`src/rtl/regfile_scoreboard.sv`:
```
// -----------------------------------------------------------------------------
// regfile_scoreboard
//
// Register file for the pipelined CPU datapath with a per-register scoreboard.
// Decode/issue reads operands through two asynchronous read ports and claims a
// destination register. Claiming sets its busy bit so later instructions stall
// on RAW/WAW hazards. Writeback stores the result and clears the busy bit.
//
// Parameters:
//   DATA_W   - data word width in bits
//   ADDR_W   - register address width; depth is 2**ADDR_W
//   ZERO_REG - 1: register 0 reads 0, ignores writes and is never busy
//
// Ports:
//   clk, rst             - clock; synchronous active-high reset
//   rd_addr1/2           - read addresses (rs / rt)
//   rd_data1/2           - combinational read data
//   rd_busy1/2           - addressed register has a pending write
//   claim_valid/addr     - issue requests ownership of a destination register
//   claim_ready          - claim is accepted this cycle (depends on state only)
//   wr_en/addr/data      - writeback; stores data and releases the register
//   busy_cnt             - registered count of busy registers
//
// Optional feature (macro REGFILE_BYPASS_EN):
//   When defined, a writeback in flight is forwarded to a read port with a
//   matching address in the same cycle (data = wr_data, busy = 0 unless rst).
//   When undefined, reads show the stored state and new data appears the
//   cycle after the write edge.
// -----------------------------------------------------------------------------
module regfile_scoreboard #(
    parameter int DATA_W   = 32,
    parameter int ADDR_W   = 5,
    parameter int ZERO_REG = 1
) (
    input  logic              clk,
    input  logic              rst,
    input  logic [ADDR_W-1:0] rd_addr1,
    input  logic [ADDR_W-1:0] rd_addr2,
    output logic [DATA_W-1:0] rd_data1,
    output logic [DATA_W-1:0] rd_data2,
    output logic              rd_busy1,
    output logic              rd_busy2,
    input  logic              claim_valid,
    input  logic [ADDR_W-1:0] claim_addr,
    output logic              claim_ready,
    input  logic              wr_en,
    input  logic [ADDR_W-1:0] wr_addr,
    input  logic [DATA_W-1:0] wr_data,
    output logic [ADDR_W:0]   busy_cnt
);

    localparam int DEPTH = 2 ** ADDR_W;

    logic [DATA_W-1:0] regs_q [DEPTH];
    logic [DATA_W-1:0] regs_d [DEPTH];
    logic [DEPTH-1:0]  busy_q;
    logic [DEPTH-1:0]  busy_d;
    logic [ADDR_W:0]   busy_cnt_q;
    logic [ADDR_W:0]   busy_cnt_d;

    logic wr_take;
    logic claim_take;

    // True when the address names the hardwired-zero register.
    function automatic logic is_zero(input logic [ADDR_W-1:0] addr);
        return (ZERO_REG != 0) && (addr == '0);
    endfunction

    // Claim acceptance looks only at registered busy state, so a writeback in
    // the same cycle can never combinationally enable a claim.
    assign claim_ready = is_zero(claim_addr) || !busy_q[claim_addr];

    assign wr_take    = wr_en && !is_zero(wr_addr);
    assign claim_take = claim_valid && claim_ready && !is_zero(claim_addr);

    // NOTE: combinational blocks use blocking assignments and give every
    // output a default first, so no path can leave a latch behind.
    always_comb begin
        regs_d = regs_q;
        busy_d = busy_q;
        if (wr_take) begin
            regs_d[wr_addr] = wr_data;
            busy_d[wr_addr] = 1'b0;
        end
        // Applied after the write so that a same-cycle claim on a free
        // register wins over the release.
        if (claim_take) begin
            busy_d[claim_addr] = 1'b1;
        end

        busy_cnt_d = '0;
        for (int i = 0; i < DEPTH; i++) begin
            busy_cnt_d = busy_cnt_d + (ADDR_W + 1)'(busy_d[i]);
        end
    end

    // NOTE: the register array is reset on purpose: after reset every register
    // must read 0, which a reset-free RAM could not guarantee.
    always_ff @(posedge clk) begin
        if (rst) begin
            for (int i = 0; i < DEPTH; i++) begin
                regs_q[i] <= '0;
            end
            busy_q     <= '0;
            busy_cnt_q <= '0;
        end else begin
            regs_q     <= regs_d;
            busy_q     <= busy_d;
            busy_cnt_q <= busy_cnt_d;
        end
    end

    assign busy_cnt = busy_cnt_q;

    // Read port 1
    always_comb begin
        rd_data1 = regs_q[rd_addr1];
        rd_busy1 = busy_q[rd_addr1];
`ifdef REGFILE_BYPASS_EN
        if (wr_en && (wr_addr == rd_addr1)) begin
            rd_data1 = wr_data;
            if (!rst) begin
                rd_busy1 = 1'b0;
            end
        end
`endif
        if (is_zero(rd_addr1)) begin
            rd_data1 = '0;
            rd_busy1 = 1'b0;
        end
    end

    // Read port 2
    always_comb begin
        rd_data2 = regs_q[rd_addr2];
        rd_busy2 = busy_q[rd_addr2];
`ifdef REGFILE_BYPASS_EN
        if (wr_en && (wr_addr == rd_addr2)) begin
            rd_data2 = wr_data;
            if (!rst) begin
                rd_busy2 = 1'b0;
            end
        end
`endif
        if (is_zero(rd_addr2)) begin
            rd_data2 = '0;
            rd_busy2 = 1'b0;
        end
    end

endmodule
```
`config.mk`:
```
export PLATFORM = sky130hd
export DESIGN_NAME = regfile_scoreboard
export DESIGN_NICKNAME = d
export VERILOG_FILES = /design/src/rtl/regfile_scoreboard.sv
export SDC_FILE = /design/constraint.sdc
export NUM_CORES = 2
export LEC_CHECK = 0
export ABC_AREA = 0
export CAP_MARGIN = 40
export CORE_AREA = 2 2 393 239
export CTS_BUF_LIST = sky130_fd_sc_hd__clkbuf_4
export DETAILED_ROUTE_END_ITERATION = 10
export DIE_AREA = 0 0 395 241
export MAX_ROUTING_LAYER = met4
export PLACE_DENSITY = 0.87
export SYNTH_ARGS = -nofsm -noshare
export SYNTH_HDL_FRONTEND = slang
export SYNTH_SLANG_ARGS = --single-unit
```
`constraint.sdc`:
```
create_clock -name clk -period 6.7 [get_ports clk]
set_clock_uncertainty 0.15 [all_clocks]
set_input_delay 0.67 -clock clk [delete_from_list [all_inputs] [get_ports clk]]
set_output_delay 0.67 -clock clk [all_outputs]
set_load 0.03 [all_outputs]
```
==> impl_metrics.json <==
{
  "status": "finished with violations",
  "violations": "design-rule violations",
  "ys_ff_latch": 1062,
  "synth_area_leaders": "dfxtp_1 39%, mux4_2 22%, nand2_1 15%",
  "p_comb_share_pct": 10.6,
  "synth_cell_types": 50,
  "synthesis.nets": 6151,
  "avgSynthCellArea_um2": 9.026,
  "yosysTopAreaCellShare_pct": 38.84,
  "placed_cell_area_mm2": 0.05688,
  "cap_violations": 0,
  "powerDensity_mw_per_mm2": 215.3,
  "nets": 6111,
  "synth.yosys.seq_area_share_pct": 38.84,
  "post_drt_wl_per_cell_um": 26.87,
  "cp_data_arrival_time_ns": 7.23,
  "crit_fanout": 5,
  "drt-total-wl_um": 200000,
  "worstSetupEndpointType": "register",
  "dieWidth_um": 395,
  "grt_pass1_wl_um": 296000,
  "clockPowerShare_pct": 39.8,
  "clk_path_buf_depth": 3,
  "synth_warnings": 0,
  "place.gp.congestion": 1.046,
  "drtIter0Drc": 10280,
  "total_power_uw": 12900,
  "track_usage_pct": 42.36,
  "hold_viol": 0,
  "vias_per_cell": 7.015,
  "ant_nets": 0,
  "synth-main-ff-cell": "dfxtp_1",
  "p_seq_share_pct": 49.6,
  "async_flop_share_pct": 0,
  "path_clk_slew_ns": 0.08,
  "min_period_over_period_pct": 93.15,
  "synth-edff-count": 0,
  "p_leak_uw": 0.01953,
  "clock_latency_ns": 1.30,
  "io_buffer_count": 128,
  "drv_slew": 0,
  "dieArea_mm2": 0.09520,
  "synthCells": 6064,
  "dp_hpwl_um": 117300,
  "dr.pass1.iters": 11,
  "core_mm2": 0.09136,
  "cts_resized": 0,
  "grt_pass1_vias": 50150,
  "drive_gt1_share_pct": 19.37,
  "power.internal_uw": 9191,
  "ios": 129,
  "drc": 3,
  "synthesis.area_mm2": 0.05473,
  "crit_required_ns": 7.69,
  "dieHeight_um": 241,
  "grt-ovfl-total": 0,
  "final_area_mm2": 0.05990,
  "max_freq_mhz": 160.2,
  "irDropWorstVdd_mv": 0.1675,
  "rsz0062_at_grt": "no",
  "cts-buffers-inserted": 228,
  "swShare_pct": 28.75,
  "setup_viol": 0,
  "clockRootBuffer": "clkbuf_4",
  "antenna_found_initial": 7,
  "power.net_switching_uw": 3709,
  "clkSinkCount": 1062,
  "worst_hold_path_type": "in -> reg",
  "synth_top_area_cell": "dfxtp_1",
  "start_util_pct": 59.91,
  "cts_tree": "done",
  "worstSetupPathType": "reg -> reg",
  "tightest_slew_ns": 1.223,
  "min_period_ns": 6.241,
  "grt_max_degree": 239,
  "area_growth_pct": 9.441,
  "htree_levels": 4,
  "slew_headroom_pct": 18.47,
  "start_kind": "register",
  "vias": 52210,
  "utilization_pct": 65.57,
  "rows": 86
}
==> final timing paths <==
path | depth (start not counted) | endpoint | start | slack, ns
worst max-delay path | 21 | busy_cnt[4] | busy_q[28] | 0.46
worst min-delay path | 4 | regs_q[960] | wr_data[0] | 0.03
worst max register to register | 21 | busy_cnt[4] | busy_q[28] | 0.46
worst min register to register | 2 | regs_q[675] | regs_q[675] | 0.32
==> sequential cells by signal (all words and copies together), names as in the netlist <==
name      cells
regs_q     1024
busy_q       32
busy_cnt      6
==> area by class of cell <==
cell class	instances	area (um2)
Antenna cell	15	37.54
Clock buffer	339	2545
Clock inverter	63	331.6
Fill cell	6812	31460
Inverter	23	86.33
Multi-Input combinational cell	4339	30550
Sequential cell	1062	21260
Tap cell	1232	1541
Timing Repair Buffer	370	3551
==> critical path, cell delays in order (launching register included) <==
cell      delay (ns)
dfxtp_1         0.40
mux4_2          0.53
a22oi_2         0.22
buf_4           0.17
nand4_1         0.16
and2_1          0.22
fa_1            0.50
inv_1           0.05
fa_1            0.53
fa_1            0.45
fa_1            0.49
inv_1           0.05
fa_1            0.50
fa_1            0.41
inv_1           0.07
ha_1            0.16
inv_1           0.06
fa_1            0.43
nor2b_1         0.15
o21ai_0         0.12
a21boi_0        0.19
nor3_1          0.07
==> metrics by stage <==
step                      std cells  setup TNS (ns)  hold slack, ns  setup WS (ns)
final                          7443               0         0.02740         0.4591
after global routing           7441               0         0.01478         0.2386
after CTS                      7424               0         0.05249         0.4996
after detailed placement       7019          -1.324          0.3070        -0.4916
after global placement         7008          -1.367          0.2985        -0.4862
after floorplan                6064               0          0.2929         0.4849
==> what timing repair did <==
action,CTS,global route
hold buffers,3,0
buffers inserted,0,0
hold endpoints to repair,180,0
==> logic make-up after synthesis <==
| logic type | after synthesis | synth area share [%] |
|---|---|---|
| buffers and inverters | 663 | 5.747 |
| multiplexers | 603 | 23.28 |
| AND/OR/NAND/NOR | 2471 | 18.39 |
| AO/OA/AOI/OAI | 1233 | 12.69 |
| flip-flops | 1062 | 38.84 |
| adder cells (fa/ha/maj) | 31 | 1.038 |
| XOR/XNOR | 1 | 0.01601 |
==> per-layer routing <==
layer / wire (um) / GRT usage (%) / vias up
li1: - / - / 21240
met1: 66880 / 52.34 / 24280
met2: 79860 / 56.14 / 5343
met3: 38180 / 18.07 / 1359
met4: 15070 / 28.05 / 0
met5: 0 / - / -
==> Yosys cell counts, types with 2 or more instances <==
cell type	n
nor2_1	22
or3_1	6
buf_2	137
a22o_1	10
nor2b_1	121
fa_1	24
mux2i_1	67
nor3b_1	4
nor4_2	3
and4bb_2	2
and3b_1	4
and3_1	5
nand2b_1	4
o22ai_1	66
o2111a_1	66
a22oi_1	7
or2_2	6
o21ai_0	3
buf_4	26
nand3_1	13
nor4_1	65
and2_1	13
and2_0	3
buf_1	5
and2b_1	2
inv_1	23
clkbuf_1	425
nand4_1	13
dfxtp_1	1062
nand2_1	2157
buf_12	4
a211oi_1	66
a21oi_1	1005
nor3_1	17
nand3b_1	6
mux4_2	536
ha_1	7
a32o_1	5
buf_6	43
==> cell usage in the layout, fill, tap and decap left out, types with 5 or more instances in the layout <==
| cell type | Yosys | final |
|---|---|---|
| dfxtp_1 | 1062 | 1062 |
| clkinv_4 | 0 | 5 |
| ha_1 | 7 | 7 |
| clkbuf_4 | 0 | 339 |
| mux4_2 | 536 | 536 |
| mux2i_1 | 67 | 67 |
| inv_1 | 23 | 23 |
| and3_1 | 5 | 5 |
| nand4_1 | 13 | 13 |
| nor2_1 | 22 | 15 |
| a21oi_1 | 1005 | 1005 |
| or3_1 | 6 | 6 |
| clkinv_1 | 0 | 44 |
| and2_1 | 13 | 14 |
| clkdlybuf4s50_1 | 0 | 115 |
| nor2b_1 | 121 | 118 |
| or2_2 | 6 | 6 |
| a211oi_1 | 66 | 66 |
| buf_4 | 26 | 204 |
| o2111a_1 | 66 | 66 |
| a22oi_1 | 7 | 7 |
| clkinv_2 | 0 | 8 |
| a32o_1 | 5 | 5 |
| nor4_1 | 65 | 65 |
| o22ai_1 | 66 | 66 |
| buf_8 | 0 | 11 |
| buf_2 | 137 | 6 |
| nand3_2 | 0 | 11 |
| fa_1 | 24 | 24 |
| nor2_4 | 0 | 7 |
| buf_12 | 4 | 25 |
| nand2_1 | 2157 | 2155 |
| buf_16 | 0 | 5 |
| diode_2 | 0 | 15 |
| nor3_2 | 0 | 13 |
| a22o_1 | 10 | 10 |
| nand3b_1 | 6 | 6 |
==> power by group through the flow <==
stage	sequential, uW	clock, uW	combinational, uW
2_1_floorplan	6530	0	836
3_3_place_gp	6540	0	1270
3_5_place_dp	6540	0	1300
4_1_cts	6400	5070	1300
5_1_grt	6400	5420	1390
6_report	6400	5130	1370
Power figures use the tool's default switching activity.
